<file path="src/rtl/updown_pkg.sv">
// Shared definitions for the up/down counter sequencer: state encoding, program modes, counter width.
package updown_pkg;

  localparam int COUNT_SIZE = 8;

  localparam logic [1:0] MODE_UP_ONCE = 2'b00;
  localparam logic [1:0] MODE_DN_ONCE = 2'b01;
  localparam logic [1:0] MODE_BOUNCE  = 2'b10;

  typedef enum logic [1:0] {
    IDLE   = 2'd0,
    RUN_UP = 2'd1,
    RUN_DN = 2'd2,
    FIN    = 2'd3
  } state_t;

endpackage

</file>
<file path="src/rtl/seq_prescaler.sv">
// Step-tick prescaler: counts 0..TICK_DIV-1 while run is high and freeze is low, tick on the last count.
module seq_prescaler #(
  parameter int TICK_DIV = 5000000
) (
  input  logic clk,
  input  logic reset,
  input  logic clear,
  input  logic run,
  input  logic freeze,
  output logic tick
);

  localparam int W = (TICK_DIV > 1) ? $clog2(TICK_DIV) : 1;
  localparam logic [W-1:0] LAST = W'(TICK_DIV - 1);

  logic [W-1:0] cnt;

  assign tick = run && !freeze && (cnt == LAST);

  always_ff @(posedge clk) begin
    if (!reset) begin
      cnt <= '0;
    end else if (clear) begin
      cnt <= '0;
    end else if (run && !freeze) begin
      cnt <= (cnt == LAST) ? '0 : cnt + 1'b1;
    end
  end

endmodule

</file>
<file path="src/rtl/updown_ctr_sequencer.sv">
// Sequences the up/down counter through up-once, down-once or bounce programs between captured limits.
// Optional SEQ_PAUSE_EN adds a pause input that freezes the step prescaler while a program runs.
module updown_ctr_sequencer #(
  parameter int COUNT_SIZE = updown_pkg::COUNT_SIZE,
  parameter int TICK_DIV   = 5000000
) (
  input  logic                  clk,
  input  logic                  reset,
  input  logic                  start,
  input  logic                  stop,
`ifdef SEQ_PAUSE_EN
  input  logic                  pause,
`endif
  input  logic [1:0]            mode,
  input  logic [COUNT_SIZE-1:0] lo_limit,
  input  logic [COUNT_SIZE-1:0] hi_limit,
  input  logic [COUNT_SIZE-1:0] count_in,
  output logic                  ctr_en,
  output logic                  ctr_up_dn,
  output logic                  busy,
  output logic                  done,
  output logic                  err,
  output logic [1:0]            dbg_state
);
  import updown_pkg::*;

  // start/stop are single-cycle strobes with no handshake; stop always beats start in the same cycle.
  state_t                state;
  logic [COUNT_SIZE-1:0] lo_q;
  logic [COUNT_SIZE-1:0] hi_q;
  logic [1:0]            mode_q;
  logic                  run;
  logic                  tick;
  logic                  paused;
  logic                  start_req;
  logic                  start_legal;
  logic                  start_ok;
  logic                  start_bad;
  logic                  bounce;
  logic                  flat;

`ifdef SEQ_PAUSE_EN
  assign paused = pause;
`else
  assign paused = 1'b0;
`endif

  assign run         = (state == RUN_UP) || (state == RUN_DN);
  assign busy        = run;
  assign done        = (state == FIN);
  assign dbg_state   = state;
  assign start_req   = (state == IDLE) && start && !stop;
  assign start_legal = (mode != 2'b11) && (lo_limit <= hi_limit);
  assign start_ok    = start_req && start_legal;
  assign start_bad   = start_req && !start_legal;
  assign bounce      = (mode_q == MODE_BOUNCE);
  assign flat        = (lo_q == hi_q);

  seq_prescaler #(
    .TICK_DIV (TICK_DIV)
  ) u_prescaler (
    .clk    (clk),
    .reset  (reset),
    .clear  (start_ok),
    .run    (run),
    .freeze (paused),
    .tick   (tick)
  );

  always_ff @(posedge clk) begin
    if (!reset) begin
      state     <= IDLE;
      lo_q      <= '0;
      hi_q      <= '0;
      mode_q    <= '0;
      ctr_en    <= 1'b0;
      ctr_up_dn <= 1'b1;
      err       <= 1'b0;
    end else begin
      ctr_en <= 1'b0;
      err    <= start_bad;
      case (state)
        IDLE: begin
          if (start_ok) begin
            lo_q   <= lo_limit;
            hi_q   <= hi_limit;
            mode_q <= mode;
            state  <= (mode == MODE_DN_ONCE) ? RUN_DN : RUN_UP;
          end
        end
        RUN_UP: begin
          if (stop) begin
            state <= IDLE;
          end else if (tick && !(bounce && flat)) begin
            if (count_in < hi_q) begin
              ctr_en    <= 1'b1;
              ctr_up_dn <= 1'b1;
            end else if (!bounce) begin
              state <= FIN;
            end else begin
              // Turn around on the same tick that sees the limit, so the bounce never dwells.
              state     <= RUN_DN;
              ctr_en    <= 1'b1;
              ctr_up_dn <= 1'b0;
            end
          end
        end
        RUN_DN: begin
          if (stop) begin
            state <= IDLE;
          end else if (tick && !(bounce && flat)) begin
            if (count_in > lo_q) begin
              ctr_en    <= 1'b1;
              ctr_up_dn <= 1'b0;
            end else if (!bounce) begin
              state <= FIN;
            end else begin
              state     <= RUN_UP;
              ctr_en    <= 1'b1;
              ctr_up_dn <= 1'b1;
            end
          end
        end
        FIN:     state <= IDLE;
        default: state <= IDLE;
      endcase
    end
  end

endmodule

</file>
<file path="config.mk">
export PLATFORM = sky130hd
export DESIGN_NAME = updown_ctr_sequencer
export DESIGN_NICKNAME = d
export VERILOG_FILES = /design/src/rtl/updown_pkg.sv /design/src/rtl/seq_prescaler.sv /design/src/rtl/updown_ctr_sequencer.sv
export SDC_FILE = /design/constraint.sdc
export NUM_CORES = 1
export LEC_CHECK = 0
export ABC_CLOCK_PERIOD_IN_PS = 4800
export CORE_ASPECT_RATIO = 1.4
export CORE_UTILIZATION = 39
export CTS_BUF_LIST = sky130_fd_sc_hd__clkbuf_8
export CTS_CLUSTER_DIAMETER = 50
export DETAILED_ROUTE_END_ITERATION = 10
export GPL_ROUTABILITY_DRIVEN = 0
export PLACE_DENSITY = 0.67
export RECOVER_POWER = 25
export SYNTH_ARGS = -nofsm -noshare
export SYNTH_HDL_FRONTEND = slang
export SYNTH_SLANG_ARGS = --single-unit
</file>
<file path="constraint.sdc">
create_clock -name clk -period 4.8 [get_ports clk]
set_input_delay 0.72 -clock clk [delete_from_list [all_inputs] [get_ports clk]]
set_output_delay 0.72 -clock clk [all_outputs]
set_load 0.01 [all_outputs]
</file>
==> results.md <==
* Antenna diodes at 0
* Number of flops mapped to enable cells by yosys at 0
* Maximum count of clock buffers along a single path at 2
* Routed wirelength normalized by instance count at 13.6 µm
* Reported net switching power at 0.313 mW
* Commonest non-fill, non-tap cell in the layout: sky130_fd_sc_hd__dfxtp_1
* Master of the slowest instance on the critical path: sky130_fd_sc_hd__clkbuf_1
* Die Y at 104 µm
* Worst slack, placed at 1.50 ns
* Yosys reg bits at 46
* Crit path setup slack, layout at 1.10 ns
* Root buf cell: sky130_fd_sc_hd__clkbuf_8
* Fin. max-slew vios at 0
* Async set-or-reset flop fraction in the synthesized netlist at 0%
* Drt pass-1 iters at 4
* Number of buffer cells added on primary ports at 36
* Worst Hold Class: register to register
* DRT antenna net count at 0
* Initial core utilization at 40.8%
* Status: completed
* Combinational fraction of design power at 30.2%
* Fraction of power spent switching nets at 30.6%
* Cts bufs inserted at 5
* Post-Layout Inst Area at 3440 µm²
* Count of clock tree sinks at 46
* P&R area growth vs syn at 19.3%
* Number of unique standard cell types used by synthesis at 49
* Worst IR Drop VDD at 0.204 mV
* Endpoint kind of the worst setup timing path: register
* Clock transition at path regs at 0.09 ns
* Total Negative Setup Slacks at 0 ns
* Number of top-level pins at 37
* DR iter-0 viols at 82
* Total of endpoints with negative setup slack in the final report at 0
* Largest stage delay on the critical path at 1.06 ns
* Count of warnings emitted by yosys at 0
* Post-place instance area at 3340 µm²
* Worst-path maximum fanout at 20
* Post-DR vias/cell at 5.02
* Crit path buffers/inverters at 3
* Worst-path cell chain: dlygate4sd3_1, inv_1, ha_1, nor2b_1, o211ai_1, a211oi_1, nor3_2, clkbuf_1, o2111ai_1, mux2i_1
* Largest net degree at the start of global routing at 29
* Most used DFF post-synth: sky130_fd_sc_hd__dfxtp_1
* Unrepaired setup endpoints after global routing: no
* Synthesized instance count at 333
* Transition time at the pin with the least slew margin at 1.42 ns
* Cell family with most CP delay: buffers and inverters
* Final core area utilization at 48.7%
* Period utilization at 77.1%
* Setup crit start: hi_limit[1]
* Row count at 36
* Total wire length at 6310 µm
* Via count of the first global-routing pass at 2462
* Nets in the synthesized netlist at 392
* Antenna violations before repair at 0
* Sequential Power Share at 41.7%
* Critical Path Start Type: input pin
* P per Cell Area at 296 nW/µm²
* Proportion of synthesized chip area in sequential cells at 31.9%
* Number of max-cap violations at 0
* R2R Path Start: dbg_state[1]$_SDFFE_PN0P_
* Total global routing overflow at 0
* Clock latency of the later-clocked register in the worst-skew pair at 0.30 ns
* Most used cells in the layout excluding fill and tap cells: sky130_fd_sc_hd__dfxtp_1 (46), sky130_fd_sc_hd__nor2_1 (35), sky130_fd_sc_hd__inv_1 (33)
* CTS tree: built
* Global Route Usage Sum at 17.5%
* Fmax at 0.270 GHz
* Overall die width at 74.7 µm
* Post-CTS setup buffer count at 0
* Wire length of the first global-routing pass at 10600 µm
* Worst Setup Path Type: input pin to register
* Number of cells upsized or downsized after cts at 0
* Post-detailed-placement half-perimeter wirelength at 4970 µm
* DRC violations left at 0
* CTS H-tree lvls at 2
* Portion of total power attributed to the clock network at 28.1%
* Start point of the worst min-delay path: u_prescaler.cnt[22]$_SDFFE_PP0N_
* Min cycle time layout at 3.70 ns
* Final hold violations at 0
* Core Footprint at 7070 µm²
* Internal Power at 0.708 mW
* Static power due to leakage at 1.27 nW
* Die outline area at 7750 µm²
* Data arrival time of the worst path at 3.89 ns
* Average cell area after synthesis at 8.66 µm²
* Hold-fix buffers at CTS at 0
* Final layout net count at 428
* Worst setup skew after layout at 0.0117 ns
* WP data required at 4.99 ns
* Via count at 2333
* Synthesized cell area at 2890 µm²
* Tightest slew margin relative to the limit at 5.63%
* Share of final-layout standard cells stronger than drive strength 1 at 4.86%
kinds of logic after synthesis:
logic type | after synthesis | synth area share [%]
adders and majority gates | 29 | 12.6
muxes | 22 | 7.68
and+or+nand+nor | 130 | 25.2
xor gates and xnor gates | 29 | 8.80
DFF | 46 | 31.9
AOI/OAI and AO/OA | 37 | 8.33
buffers and inverters | 40 | 5.55
cell usage after synthesis (2+ instances only):
| cell | n | area share [%] |
|---|---|---|
| sky130_fd_sc_hd__dfxtp_1 | 46 | 32 |
| sky130_fd_sc_hd__o31a_1 | 2 | 0.61 |
| sky130_fd_sc_hd__and3_1 | 3 | 0.65 |
| sky130_fd_sc_hd__nand2b_1 | 3 | 0.65 |
| sky130_fd_sc_hd__nor2_1 | 35 | 4.6 |
| sky130_fd_sc_hd__nor3b_1 | 2 | 0.52 |
| sky130_fd_sc_hd__nor2b_1 | 18 | 3.9 |
| sky130_fd_sc_hd__ha_1 | 29 | 13 |
| sky130_fd_sc_hd__clkbuf_1 | 5 | 0.65 |
| sky130_fd_sc_hd__xor2_1 | 12 | 3.6 |
| sky130_fd_sc_hd__o21ai_0 | 5 | 0.87 |
| sky130_fd_sc_hd__or2_2 | 2 | 0.43 |
| sky130_fd_sc_hd__a21oi_1 | 13 | 2.3 |
| sky130_fd_sc_hd__mux2i_1 | 21 | 7.3 |
| sky130_fd_sc_hd__nand3b_1 | 3 | 0.78 |
| sky130_fd_sc_hd__o21a_1 | 2 | 0.52 |
| sky130_fd_sc_hd__buf_2 | 2 | 0.35 |
| sky130_fd_sc_hd__o211ai_1 | 2 | 0.52 |
| sky130_fd_sc_hd__nand4_1 | 12 | 2.6 |
| sky130_fd_sc_hd__nand3_1 | 8 | 1.4 |
| sky130_fd_sc_hd__a21o_1 | 3 | 0.78 |
| sky130_fd_sc_hd__xnor2_1 | 17 | 5.2 |
| sky130_fd_sc_hd__nor3_1 | 5 | 0.87 |
| sky130_fd_sc_hd__inv_1 | 32 | 4.2 |
| sky130_fd_sc_hd__and2_1 | 7 | 1.5 |
| sky130_fd_sc_hd__a211oi_1 | 2 | 0.52 |
| sky130_fd_sc_hd__nand2_1 | 20 | 2.6 |
layout make-up:
| class | instances | area, µm² |
|---|---|---|
| Inverter | 32 | 120 |
| Clock inverter | 3 | 41.3 |
| Tap cell | 95 | 119 |
| Fill cell | 710 | 3630 |
| Timing Repair Buffer | 37 | 364 |
| Multi-Input combinational cell | 247 | 1810 |
| Sequential cell | 46 | 921 |
| Clock buffer | 5 | 68.8 |
metrics by stage:
step           power, mW  hold WS (ns)  std cells
2_1_floorplan      0.650         0.477        333
3_3_place_gp       0.742         0.501        457
3_5_place_dp       0.747         0.508        457
4_1_cts             1.04         0.534        465
5_1_grt             1.08         0.552        465
6_report            1.02         0.534        465
power by group through the flow:
stage,Sequential [mW],Combinational [mW],Clock (mW)
final,0.425,0.308,0.287
after global routing,0.430,0.343,0.312
after CTS,0.426,0.314,0.297
after detailed placement,0.435,0.312,0
after global placement,0.435,0.308,0
after floorplan,0.434,0.216,0
worst reg2reg max path, cell delays in order, from the launching register on:
cell and delay [ns]:
sky130_fd_sc_hd__dfxtp_1 0.36, sky130_fd_sc_hd__inv_1 0.11, sky130_fd_sc_hd__ha_1 0.17, sky130_fd_sc_hd__nand3b_1 0.12, sky130_fd_sc_hd__a21o_1 0.18, sky130_fd_sc_hd__nor3_2 0.13, sky130_fd_sc_hd__clkbuf_1 1.06, sky130_fd_sc_hd__o2111ai_1 0.33
sky130_fd_sc_hd__mux2i_1 0.19
state kept, by name, indices dropped and copies added, names as in the netlist:
register,count
dbg_state,2
mode_q,2
hi_q,8
ctr_up_dn,1
ctr_en,1
err,1
u_prescaler.cnt,23
lo_q,8
path summary, 6_finish.rpt:
kind         cells past startpoint  slack [ns]                               end
min reg2reg                      2        0.53  u_prescaler.cnt[22]$_SDFFE_PP0N_
max                             10        1.10         dbg_state[0]$_SDFFE_PN0P_
max reg2reg                      8        2.03         dbg_state[0]$_SDFFE_PN0P_
min                              2        0.53  u_prescaler.cnt[22]$_SDFFE_PP0N_
layer usage:
metal	GRT usage, %	share of wire, %
met5	0	0
met4	7.82	3.1
met3	3.11	3.4
met2	32.4	53
met1	18.0	40
Power figures use the tool's default switching activity.
